==> src/rtl/layer1_conv_ctrl.sv <==
// layer1_conv_ctrl: walks a valid 3x3 conv over a 3-channel map, accumulating the
// 8-filter MAC datapath sums per output pixel and handing pixels out over valid/ready.
module layer1_conv_ctrl #(
    parameter int IMG_W      = 32,
    parameter int IMG_H      = 32,
    parameter int WORDLENGTH = 16
) (
    input  logic                    clk,
    input  logic                    rst,
    input  logic                    start_i,
    input  logic                    relu_en_i,
    output logic                    busy_o,
    output logic                    done_o,
    output logic                    in_rd_o,
    output logic [15:0]             in_addr_o,
    input  logic [3*WORDLENGTH-1:0] in_data_i,
    output logic [3*WORDLENGTH-1:0] input_channel_o,
    output logic [3:0]              weight_sel_o,
    input  logic [8*WORDLENGTH-1:0] sum_in_i,
    output logic                    out_valid_o,
    input  logic                    out_ready_i,
    output logic [8*WORDLENGTH-1:0] out_data_o,
    output logic [15:0]             out_addr_o
);
    localparam int WL = WORDLENGTH;
    localparam logic [15:0] IW     = 16'(IMG_W);
    localparam logic [15:0] OW     = 16'(IMG_W - 2);
    localparam logic [15:0] LAST_X = 16'(IMG_W - 3);
    localparam logic [15:0] LAST_Y = 16'(IMG_H - 3);

    typedef enum logic [2:0] {IDLE, FETCH, DRAIN, OUT, DONE} state_e;

    state_e               state_q, state_d;
    logic [15:0]          ox_q, ox_d, oy_q, oy_d;
    logic [3:0]           tap_q, tap_d;
    logic                 relu_q, relu_d;
    logic                 rd_dly_q;
    logic [3:0]           tap_dly_q;
    logic [7:0][WL-1:0]   acc_q, acc_d;

    always_comb begin
        state_d = state_q;
        ox_d    = ox_q;
        oy_d    = oy_q;
        tap_d   = tap_q;
        relu_d  = relu_q;
        case (state_q)
            IDLE: if (start_i) begin
                state_d = FETCH;
                ox_d    = '0;
                oy_d    = '0;
                tap_d   = '0;
                relu_d  = relu_en_i;
            end
            FETCH: begin
                tap_d   = (tap_q == 4'd8) ? 4'd0 : tap_q + 4'd1;
                state_d = (tap_q == 4'd8) ? DRAIN : FETCH;
            end
            DRAIN: state_d = OUT;
            OUT: if (out_ready_i) begin
                if (ox_q == LAST_X && oy_q == LAST_Y) begin
                    state_d = DONE;
                end else begin
                    state_d = FETCH;
                    ox_d    = (ox_q == LAST_X) ? 16'd0 : ox_q + 16'd1;
                    oy_d    = (ox_q == LAST_X) ? oy_q + 16'd1 : oy_q;
                end
            end
            DONE: state_d = IDLE;
            default: state_d = IDLE;
        endcase
    end

    always_ff @(posedge clk or posedge rst) begin
        if (rst) begin
            state_q   <= IDLE;
            ox_q      <= '0;
            oy_q      <= '0;
            tap_q     <= '0;
            relu_q    <= 1'b0;
            rd_dly_q  <= 1'b0;
            tap_dly_q <= '0;
            acc_q     <= '0;
        end else begin
            state_q   <= state_d;
            ox_q      <= ox_d;
            oy_q      <= oy_d;
            tap_q     <= tap_d;
            relu_q    <= relu_d;
            rd_dly_q  <= in_rd_o;
            tap_dly_q <= tap_q;
            acc_q     <= acc_d;
        end
    end

    // Data returns one cycle after the read, so accumulation follows the delayed tap.
    for (genvar g = 0; g < 8; g++) begin : g_ch
        logic [WL-1:0] a, b, sat;
        logic [WL:0]   s;
        assign a   = acc_q[g];
        assign b   = sum_in_i[g*WL +: WL];
        assign s   = {a[WL-1], a} + {b[WL-1], b};
        assign sat = (s[WL] != s[WL-1]) ? {s[WL], {(WL-1){~s[WL]}}} : s[WL-1:0];
        assign acc_d[g] = !rd_dly_q ? a : (tap_dly_q == 4'd0 ? b : sat);
        assign out_data_o[g*WL +: WL] = (relu_q && a[WL-1]) ? '0 : a;
    end

    assign busy_o          = state_q != IDLE;
    assign done_o          = state_q == DONE;
    assign in_rd_o         = state_q == FETCH;
    assign in_addr_o       = in_rd_o ? (oy_q + {12'd0, tap_q / 4'd3}) * IW + ox_q + {12'd0, tap_q % 4'd3} : 16'd0;
    assign weight_sel_o    = rd_dly_q ? tap_dly_q : 4'd0;
    assign out_valid_o     = state_q == OUT;
    assign out_addr_o      = oy_q * OW + ox_q;
    assign input_channel_o = in_data_i;
endmodule

==> config.mk <==
export PLATFORM = sky130hd
export DESIGN_NAME = layer1_conv_ctrl
export DESIGN_NICKNAME = d
export VERILOG_FILES = /design/src/rtl/layer1_conv_ctrl.sv
export SDC_FILE = /design/constraint.sdc
export NUM_CORES = 1
export LEC_CHECK = 0
export ABC_AREA = 1
export BUFFER_PORTS_ARGS = -buffer_cell sky130_fd_sc_hd__buf_4
export CORE_MARGIN = 4
export CORE_UTILIZATION = 50
export DETAILED_ROUTE_END_ITERATION = 16
export HOLD_SLACK_MARGIN = 0.03
export PLACE_DENSITY = 0.73
export SETUP_SLACK_MARGIN = 0.05
export SLEW_MARGIN = 30
export SYNTH_ARGS = -nofsm -noshare
export SYNTH_HDL_FRONTEND = slang
export SYNTH_SLANG_ARGS = --single-unit
==> constraint.sdc <==
create_clock -name clk -period 4.55 [get_ports clk]
set_input_delay 0.2275 -clock clk [delete_from_list [all_inputs] [get_ports clk]]
set_output_delay 0.2275 -clock clk [all_outputs]
set_load 0.005 [all_outputs]
==> results.py, run 1 <==
metrics = {
    "drt": {
        "drt_wl_total_mm": 61.5,
        "drt_pre_antenna_iters": 5,
        "drc_errors": 0,
        "vias": 21700,
        "drtIter0Drc": 1480,
        "avgRoutedWirePerCell_um": 14.4,
        "antenna_left": 0,
        "via_per_inst": 5.06,
    },
    "sta": {
        "setup_viol": 2,
        "finClkSkew_ns": 0.0108,
        "timing.fmax_mhz": 217,
        "fin_crit_ns": 4.62,
        "max_slew_margin_pct": 35.7,
        "fin_ws_ns": -0.0672,
        "fin_crit_sh_pct": 101,
        "hold_viol_final": 0,
        "holdWs_ns": 0.0689,
        "worst_pin_slew_ns": 0.965,
        "slew_violations": 0,
        "rsz0062_at_grt": "yes",
    },
    "floorplanning": {
        "initial_utilization_pct": 50.6,
        "io-pin-count": 397,
        "die_h_um": 214,
        "die_x_um": 214,
        "core_area_mm2": 0.0420,
        "die-area_mm2": 0.0459,
        "rows": 75,
    },
    "setup_path": {
        "worstSetupPathType": "flop to output pin",
        "crit_arrival_ns": 4.39,
        "cp_max_fo": 3,
        "cpPeakStageDelay_ns": 0.55,
        "cp-start-kind": "flop",
        "cp.required_ns": 4.32,
        "timing.rr.start": "g_ch[5].a[0]",
        "r2r_end": "g_ch[5].a[14]",
        "rr_worst_depth": 17,
        "crit_chain": "buf_6, fa_1, inv_2, fa_2, inv_2, ha_4, a21o_1, nand3_1, nand2_1, nor2_2, o21ai_2, a21oi_2, xor2_1, inv_1, ha_4, buf_4, nand2_2, nand2_2, nand3_1, o211ai_1, nor2_1, xor2_1, buf_4",
        "startpoint": "oy_q[2]",
        "crit_end": "out_addr_o[15]",
        "r2r_slack_ns": 1.72,
        "cp_slowest_cell": "fa_2",
        "endpoint_kind": "output pin",
    },
    "global_route": {
        "overflow": 0,
        "grt_pass1_wl_mm": 100,
        "grt_pass1_vias": 20200,
        "antenna_found_initial": 2,
        "grt_max_degree": 125,
        "grt_usage_pct": 26.0,
    },
    "cts": {
        "cts_sinks": 173,
        "cts_made_buffers": 17,
        "cts_tree": "yes",
        "cts_root_buffer": "clkbuf_16",
        "htree_levels": 4,
        "clkLatencyLatePin_ns": 0.49,
        "ctsLongestPathBuffers": 2,
        "clk_pin_slew_ns": 0.07,
    },
    "final_layout": {
        "drive_gt1_share_pct": 15.9,
        "fin_util_pct": 60.0,
        "fin_nets": 4140,
        "area.growth.synth_to_final_pct": 18.6,
        "fin_cells": 4280,
    },
    "logic_synthesis": {
        "avgSynthCellArea_um2": 6.15,
        "synthTopCellsByArea": "dfrtp_1, nand2_1, ha_1",
        "synth_top_cell_by_area": "dfrtp_1",
        "ys.warnings.count": 0,
        "ys_seq_area_share_pct": 20.3,
        "synthArstFlopShare_pct": 100,
        "ys_types": 51,
        "synth_edf_count": 0,
        "synth_top_area_share_pct": 20.3,
        "synth_cells": 3460,
        "synth-seq-cells": 173,
        "synth_area_mm2": 0.0213,
        "synth_top_flop_cell": "dfrtp_1",
        "synth_nets": 3874,
    },
    "min_path": {
        "holdCritPathClass": "primary input to flop",
    },
    "power": {
        "p_leak_uw": 0.0146,
        "ir_worst_vdd_v": 0.000451,
        "power_density_mw_per_mm2": 708,
    },
    "placement": {
        "gp_congestion": 0.928,
        "numPlacedInstances": 4195,
        "hpwl_mm": 46.4,
        "io_buffer_count": 300,
    },
    "outcome": {
        "violations": "negative setup slack",
        "outcome": "finished with violations",
    },
    "flow_run": {
        "drv_cap": 0,
    },
}
sequential cells by signal (all words and copies together) (netlist names):
name and count:
state_q 3, rd_dly_q 1, tap_q 4, ox_q 16, oy_q 16, tap_dly_q 4, relu_q 1, g_ch.a 128
routing by layer:
layer / GRT usage [%] / up-vias / wire length (um)
met5: 0 / - / 0
met4: 6.92 / 0 / 1030
met3: 4.19 / 60 / 3720
met2: 42.9 / 596 / 28100
met1: 35.7 / 9779 / 28700
li1: - / 11200 / -
logic make-up (layout without fill, tap and decap cells):
logic type	after synthesis	count (layout)	share of synthesized area [%]
other	0	2	0
AOI/OAI and AO/OA	312	312	8.30
and+or+nand+nor	1941	1941	37.4
buffers and inverters	656	935	13.0
DFF	173	173	20.3
adders and majority gates	233	233	14.9
xor gates and xnor gates	144	144	5.93
muxes	1	1	0.0529
where the power goes:
group	leakage, uW	internal [uW]	switching (uW)
Combinational	0.0122	5220	8170
Sequential	0.00208	2250	672
Clock	0.000279	840	710
worst min path at each step:
| stage | start | to | slack, ns | depth (start not counted) |
|---|---|---|---|---|
| 3_3_place_gp | rst | ox_q[0] | 0.30 | 2 |
| 2_1_floorplan | relu_en_i | relu_q | 0.38 | 1 |
| 6_report | sum_in_i[45] | g_ch[2].a[13] | 0.07 | 5 |
| 4_1_cts | sum_in_i[95] | g_ch[5].a[15] | 0.03 | 3 |
| 3_5_place_dp | rst | ox_q[0] | 0.31 | 2 |
| 5_1_grt | sum_in_i[95] | g_ch[5].a[15] | 0.07 | 3 |
repair_timing:
item / in CTS / in global routing
hold buffers: 6 / 0
gates resized for setup: 79 / 68
pin swaps: 51 / 41
buffers inserted: 29 / 18
endpoints found under the hold margin: 24 / 0
endpoints found under the setup margin: 16 / 19
layout make-up:
| class | count | area [um^2] |
|---|---|---|
| clock inverters | 12 | 139 |
| repair buffers | 374 | 2870 |
| fillers | 4098 | 16800 |
| flip-flops and latches | 173 | 4340 |
| inverters | 529 | 1990 |
| clock buffers | 20 | 457 |
| well taps | 539 | 674 |
| multi-input cells | 2631 | 14800 |
| diodes | 2 | 5.00 |
cells in the final DEF, fill, tap and decap left out, types with 8 or more instances in the layout:
master,synthesis,layout
a21o_1,9,9
a21oi_1,165,148
a21oi_2,2,15
and2_1,13,12
buf_4,54,362
clkbuf_16,0,17
dfrtp_1,173,169
fa_1,34,31
ha_1,199,182
ha_4,0,13
inv_1,520,504
inv_2,7,23
nand2_1,1010,992
nand2_2,30,46
nand3_1,229,226
nand3_2,5,8
nand4_1,14,14
nor2_1,564,553
nor2_2,0,9
nor3_1,31,27
nor4_1,11,10
o21ai_0,79,70
o21ai_2,4,10
o21bai_1,18,17
o22ai_1,10,10
o31ai_2,7,8
or2_2,9,9
xnor2_1,54,50
xor2_1,90,86
critical path: cells and delay by family, from the launching register on:
kind                       cells  cell delay (ns)
adders and majority gates      4             1.46
AOI/OAI and AO/OA              4             0.50
xor gates and xnor gates       2             0.31
buffers and inverters          6             0.59
and+or+nand+nor                7             0.62
DFF                            1             0.41
Yosys cell counts, types with 9 or more instances:
master,number
a21o_1,9
a21oi_1,165
and2_1,13
buf_1,15
buf_2,9
buf_4,54
buf_6,13
clkbuf_1,36
dfrtp_1,173
fa_1,34
ha_1,199
inv_1,520
nand2_1,1010
nand2_2,30
nand3_1,229
nand4_1,14
nor2_1,564
nor3_1,31
nor4_1,11
o21ai_0,79
o21bai_1,18
o22ai_1,10
or2_2,9
xnor2_1,54
xor2_1,90
metrics by stage:
stage                     worst slack [ns]  power [uW]  TNS, ns  instance area (um^2)
after floorplan                      0.477       12500        0                 21300
after global placement               0.120       16000        0                 23600
after detailed placement           0.00414       16100        0                 23600
after CTS                          -0.0529       17900   -0.118                 24800
after global routing                -0.322       20000    -1.78                 25200
final                              -0.0672       17900   -0.117                 25200
No activity file was read; power rests on OpenSTA's default activity.
==> run 2, diff against run 1 <==
--- a/config.mk
+++ b/config.mk
@@ -5,13 +5,12 @@
 export SDC_FILE = /design/constraint.sdc
 export NUM_CORES = 1
 export LEC_CHECK = 0
-export ABC_AREA = 1
-export BUFFER_PORTS_ARGS = -buffer_cell sky130_fd_sc_hd__buf_4
+export ABC_AREA = 0
 export CORE_MARGIN = 4
 export CORE_UTILIZATION = 50
 export DETAILED_ROUTE_END_ITERATION = 16
-export HOLD_SLACK_MARGIN = 0.03
-export PLACE_DENSITY = 0.73
+export DONT_BUFFER_PORTS = 1
+export PLACE_DENSITY = 0.65
 export SETUP_SLACK_MARGIN = 0.05
 export SLEW_MARGIN = 30
 export SYNTH_ARGS = -nofsm -noshare
==> run 2 against run 1 <==
Effect of this change:
- the flow still finishes with violations (negative setup slack)
- highest routed layer unchanged
- register-to-register slack got worse by 0.70 ns
- synthesized area fell by 15%
- largest cell class unchanged
- routed wire length fell by 12%
- clock power rose by 8%
- critical path type unchanged
- worst setup slack got worse by 0.50 ns
- combinational power fell by 25%
==> results.py, run 2 <==
metrics = {
    "sta": {
        "holdWs_ns": 0.0179,
        "timing.fmax_mhz": 195,
        "worst_pin_slew_ns": 0.875,
        "fin_tns_setup_ns": -2.15,
        "slew_violations": 0,
        "fin_crit_sh_pct": 113,
        "max_slew_margin_pct": 40.0,
        "fin_ws_ns": -0.571,
        "setup_viol": 10,
        "hold_viol_final": 0,
        "rsz0062_at_grt": "yes",
        "fin_crit_ns": 5.12,
        "finClkSkew_ns": 0.0126,
    },
    "setup_path": {
        "crit_arrival_ns": 4.89,
        "rr_worst_depth": 11,
        "endpoint_kind": "output pin",
        "worstSetupPathType": "flop to output pin",
        "cp-start-kind": "flop",
        "r2r_slack_ns": 1.02,
        "r2r_end": "oy_q[12]",
        "cp.required_ns": 4.32,
        "cp_max_fo": 5,
        "timing.rr.start": "ox_q[1]",
    },
    "global_route": {
        "grt_max_degree": 107,
        "antenna_found_initial": 0,
        "grt_usage_pct": 26.9,
        "grt_pass1_vias": 16500,
        "overflow": 0,
        "grt_pass1_wl_mm": 86.1,
    },
    "floorplanning": {
        "io-pin-count": 397,
        "core_area_mm2": 0.0356,
        "die_h_um": 198,
        "die_x_um": 198,
        "die-area_mm2": 0.0392,
        "initial_utilization_pct": 50.8,
        "rows": 69,
    },
    "cts": {
        "cts_made_buffers": 17,
        "cts_tree": "yes",
        "clkLatencyLatePin_ns": 0.45,
        "cts_sinks": 173,
        "cts_root_buffer": "clkbuf_16",
        "clk_pin_slew_ns": 0.07,
        "ctsLongestPathBuffers": 2,
        "htree_levels": 4,
    },
    "logic_synthesis": {
        "synth_commonest_cells": "nor2_1, ha_1, a21oi_1, nand2_1, dfrtp_1",
        "synthTopCellsByArea": "dfrtp_1, ha_1, xnor2_1",
        "synth-seq-cells": 173,
        "ys_seq_area_share_pct": 24.0,
        "ys.warnings.count": 0,
        "synth_top_cell_by_area": "dfrtp_1",
        "synth_top_area_share_pct": 24.0,
        "synth_edf_count": 0,
        "ys_types": 95,
        "synth_nets": 2627,
        "synthArstFlopShare_pct": 100,
        "synth_area_mm2": 0.0181,
        "synth_most_common_cell": "nor2_1",
        "synth_top_flop_cell": "dfrtp_1",
        "avgSynthCellArea_um2": 8.16,
        "synth_cells": 2213,
    },
    "power": {
        "p_leak_uw": 0.00928,
        "p_int_uw": 7430,
        "netSwitchingFraction_pct": 49.1,
        "clkPwrFrac_pct": 11.4,
        "power_density_mw_per_mm2": 711,
        "switchingPower_uw": 7180,
        "power_frac_seq_pct": 19.5,
        "ir_worst_vdd_v": 0.000420,
        "pwr-share-comb_pct": 69.1,
    },
    "final_layout": {
        "fin_cells": 2751,
        "largest_reg_flops": 128,
        "area.growth.synth_to_final_pct": 13.8,
        "regArea_mm2": 0.00433,
        "fin_nets": 2691,
        "fill_cells": 3189,
        "drive_gt1_share_pct": 10.3,
        "layout_common_cells": "nor2_1, ha_1, a21oi_1, nand2_1, dfrtp_1",
        "final_common_cell": "nor2_1",
        "diodes": 0,
        "post-route-cell-area_mm2": 0.0206,
        "multi_input_area_mm2": 0.0130,
    },
    "flow_run": {
        "drv_cap": 0,
    },
    "drt": {
        "via_per_inst": 5.99,
        "met1_length_mm": 23.3,
        "wl_met3_mm": 4.33,
        "avgRoutedWirePerCell_um": 19.7,
        "vias": 16500,
        "drt_pre_antenna_iters": 6,
        "route.met2.wl_mm": 24.5,
        "drtIter0Drc": 830,
        "antenna_left": 0,
        "topRoutingLayerUsed": "met4",
        "drt_wl_total_mm": 54.1,
        "drc_errors": 0,
    },
    "outcome": {
        "outcome": "finished with violations",
        "violations": "negative setup slack",
    },
    "placement": {
        "dpl-instance-area_mm2": 0.0184,
        "io_buffer_count": 0,
        "gp_congestion": 0.921,
        "numPlacedInstances": 2596,
        "pre_cts_ws_ns": -0.0788,
        "hpwl_mm": 38.1,
    },
    "min_path": {
        "hp-start": "sum_in_i[121]",
        "hold_end": "g_ch[7].a[9]",
        "whs_path_depth": 2,
        "holdCritPathClass": "primary input to flop",
    },
}
-- run 2: layer usage --
| metal | vias up | GRT usage (%) |
|---|---|---|
| li1 | 7920 | - |
| met3 | 121 | 7.38 |
| met4 | 0 | 8.88 |
| met5 | - | 0 |
| met1 | 7884 | 35.3 |
| met2 | 543 | 43.1 |
-- run 2: what timing repair did --
action,4_1_cts,5_1_grt
buffers inserted,23,20
hold buffers,87,0
pin swaps,47,35
gates resized for setup,60,38
hold endpoints to repair,154,0
endpoints found under the setup margin,14,13
-- run 2: critical path, stage by stage (launching register included) --
cell and delay [ns]:
dfrtp_1 0.41, fa_1 0.58, inv_2 0.05, fa_1 0.52
inv_1 0.04, ha_1 0.26, a21o_1 0.19, a21oi_2 0.14
nor2b_1 0.06, o21a_1 0.18, o311a_1 0.31, nor2_1 0.12
xnor2_1 0.08, ha_1 0.35, and3_1 0.17, a211o_1 0.28
a21o_1 0.20, a21oi_2 0.13, o21ai_1 0.08, xor2_1 0.14
buf_4 0.14
-- run 2: cells by family (layout without fill, tap and decap cells) --
group,Yosys count,count (layout),share of synthesized area [%]
buf+inv,229,306,6.29
compound gates,639,639,22.9
flops,173,173,24.0
simple gates,759,759,20.3
xor+xnor,160,160,7.76
mux,19,19,1.13
fa+ha+maj,234,234,17.6
-- run 2: cell type report --
cell class / instances / share of cell area [%]
tap: 461 / 2.81
timing repair buffer: 169 / 7.56
sequential: 173 / 21.1
multi-input combinational: 1811 / 63.5
inverter: 105 / 1.95
clock inverter: 8 / 0.748
clock buffer: 24 / 2.39
-- run 2: worst max path at each step --
stage                   from        endpoint  slack [ns]  depth (start not counted)
floorplan           tap_q[2]   in_addr_o[14]        0.07                         23
global placement     oy_q[1]  out_addr_o[15]       -0.05                         20
detailed placement  tap_q[2]   in_addr_o[14]       -0.08                         23
CTS                  oy_q[0]  out_addr_o[15]       -0.58                         21
global route         oy_q[1]  out_addr_o[15]       -0.79                         20
finish               oy_q[1]  out_addr_o[15]       -0.57                         20
-- run 2: through the flow --
stage / power (uW) / util [%]
after floorplan: 10400 / -
after global placement: 12300 / 51.5
after detailed placement: 12500 / 51.6
after CTS: 14500 / 57.0
after global routing: 16000 / 57.8
final: 14600 / 57.8
-- run 2: power groups by stage --
stage	Sequential, uW	Combinational (uW)	Clock (uW)
floorplan	2590	7830	0
global placement	2840	9420	0
detailed placement	2860	9630	0
CTS	2840	9970	1710
global route	2940	11300	1780
finish	2850	10100	1670
==> run 3, diff against run 2 <==
--- a/config.mk
+++ b/config.mk
@@ -10,6 +10,7 @@
 export CORE_UTILIZATION = 50
 export DETAILED_ROUTE_END_ITERATION = 16
 export DONT_BUFFER_PORTS = 1
+export HOLD_SLACK_MARGIN = 0.15
 export PLACE_DENSITY = 0.65
 export SETUP_SLACK_MARGIN = 0.05
 export SLEW_MARGIN = 30
==> run 3 against run 2 <==
Effect of this change:
- the flow still finishes with violations (negative setup slack)
- sequential share of layout area down 0.43 points
- clock skew shrank 0.00076 ns
- global-route usage rose by 0.38 points
- design area is 2.1% higher
- critical endpoint unchanged
==> results.py, run 3 (same netlist as run 2, synthesis figures left out) <==
metrics = {
    "setup_path": {
        "cp_slowest_cell": "fa_1",
        "cpPeakStageDelay_ns": 0.58,
        "cp_top_family": "adder cells",
        "endpoint_kind": "output pin",
        "crit_arrival_ns": 4.88,
        "cp-start-kind": "flop",
        "timing.rr.start": "ox_q[1]",
        "worstSetupPathType": "flop to output pin",
        "cp_num_cells": 20,
        "r2r_end": "oy_q[12]",
        "crit_end": "out_addr_o[15]",
        "cp.required_ns": 4.32,
        "r2r_slack_ns": 0.96,
        "crit_chain": "fa_1, inv_2, fa_1, inv_1, ha_1, a21o_1, a21oi_2, nor2b_1, o21a_1, o311a_1, nor2_1, xnor2_1, ha_1, and3_1, a211o_1, a21o_1, a21oi_2, o21ai_1, xor2_1, buf_4",
        "startpoint": "oy_q[1]",
        "crit_buf_inv": 3,
        "rr_worst_depth": 11,
        "cp_max_fo": 5,
    },
    "final_layout": {
        "fill_cells": 3157,
        "fin_nets": 2735,
        "layout_common_cells": "nor2_1, ha_1, a21oi_1, nand2_1, dfrtp_1",
        "largest_reg_flops": 128,
        "diodes": 0,
        "drive_gt1_share_pct": 10.0,
        "fin_cells": 2795,
        "final_common_cell": "nor2_1",
        "area.growth.synth_to_final_pct": 16.2,
    },
    "sta": {
        "setup_viol": 9,
        "hold_viol_final": 0,
        "max_slew_margin_pct": 39.4,
        "fin_ws_ns": -0.562,
        "rsz0062_at_grt": "yes",
        "finClkSkew_ns": 0.0118,
        "fin_crit_sh_pct": 112,
        "timing.fmax_mhz": 196,
        "fin_crit_ns": 5.11,
        "slew_violations": 0,
        "worst_pin_slew_ns": 0.884,
        "holdWs_ns": 0.183,
    },
    "drt": {
        "drc_errors": 0,
        "drtIter0Drc": 876,
        "vias": 16700,
        "drt_pre_antenna_iters": 5,
        "avgRoutedWirePerCell_um": 19.7,
        "topRoutingLayerUsed": "met4",
        "antenna_left": 0,
        "drt_wl_total_mm": 55.0,
        "met1_length_mm": 23.7,
        "route.met2.wl_mm": 25.1,
        "via_per_inst": 5.96,
        "wl_met3_mm": 4.42,
    },
    "global_route": {
        "overflow": 0,
        "antenna_found_initial": 0,
        "grt_pass1_vias": 16700,
        "grt_usage_pct": 27.2,
        "grt_max_degree": 107,
        "grt_pass1_wl_mm": 87.2,
    },
    "floorplanning": {
        "die-area_mm2": 0.0392,
        "initial_utilization_pct": 50.8,
        "io-pin-count": 397,
        "die_x_um": 198,
        "die_h_um": 198,
        "rows": 69,
        "core_area_mm2": 0.0356,
    },
    "cts": {
        "ctsLongestPathBuffers": 2,
        "cts_sinks": 173,
        "cts_root_buffer": "clkbuf_16",
        "cts_tree": "yes",
        "clk_pin_slew_ns": 0.07,
        "htree_levels": 4,
        "clkLatencyLatePin_ns": 0.45,
        "cts_made_buffers": 17,
    },
    "power": {
        "power_density_mw_per_mm2": 700,
        "finalPower_uw": 14700,
        "p_leak_uw": 0.00946,
        "ir_worst_vdd_v": 0.000458,
    },
    "placement": {
        "io_buffer_count": 0,
        "numPlacedInstances": 2596,
        "gp_congestion": 0.921,
        "hpwl_mm": 38.1,
    },
    "outcome": {
        "outcome": "finished with violations",
        "violations": "negative setup slack",
    },
    "min_path": {
        "holdCritPathClass": "primary input to flop",
        "hp-start": "sum_in_i[105]",
    },
    "flow_run": {
        "drv_cap": 0,
    },
}
==> run 3: how the worst min path moves through the flow <==
stage,slack [ns],cells past startpoint,to
after floorplan,0.33,1,state_q[0]
after global placement,0.35,1,state_q[0]
after detailed placement,0.24,2,g_ch[7].a[11]
after CTS,0.16,3,g_ch[6].a[1]
after global routing,0.18,3,g_ch[6].a[1]
final,0.18,3,g_ch[6].a[9]
==> run 3: final cells by class <==
cell class | instances | area [um^2] | share of cell area, %
multi-input cells | 1811 | 13000 | 62.1
flip-flops and latches | 173 | 4330 | 20.7
repair buffers | 213 | 1990 | 9.50
well taps | 461 | 577 | 2.75
clock buffers | 24 | 492 | 2.34
inverters | 105 | 402 | 1.91
clock inverters | 8 | 154 | 0.733
==> run 3: report_power, final <==
part / switching (uW) / total [uW] / internal [uW]
combinational: 5910 / 10200 / 4250
sequential: 621 / 2850 / 2230
clock: 686 / 1670 / 985
==> run 3: worst reg2reg max path, delay by kind of cell, from the launching register on <==
| family | cells | cell delay (ns) |
|---|---|---|
| and+or+nand+nor | 5 | 1.14 |
| AOI/OAI and AO/OA | 3 | 1.30 |
| buffers and inverters | 1 | 0.19 |
| DFF | 1 | 0.51 |
| adders and majority gates | 1 | 0.18 |
| xor gates and xnor gates | 1 | 0.15 |
==> run 3: metal layers <==
metal / vias up / global-route usage (%)
li1: 8009 / -
met1: 7967 / 36.1
met2: 573 / 43.5
met3: 122 / 6.99
met4: 0 / 9.28
met5: - / 0
==> run 3: what timing repair did <==
| action | in CTS | in global routing |
|---|---|---|
| cloned | 0 | 0 |
| setup buffers | 23 | 20 |
| pin swaps | 47 | 35 |
| hold endpoints to repair | 198 | 0 |
| gates resized for setup | 60 | 36 |
| hold buffers | 131 | 0 |
| setup endpoints to repair | 14 | 13 |
==> run 3: through the flow <==
step                      instance area [um^2]  setup TNS (ns)  utilization [%]  setup WS [ns]
after global routing                     21000           -4.15             59.0         -0.792
after detailed placement                 18400          -0.151             51.6        -0.0788
after CTS                                20700           -2.06             58.3         -0.576
final                                    21000           -2.03             59.0         -0.562
after global placement                   18300         -0.0500             51.5        -0.0500
after floorplan                          18100               0                -         0.0734
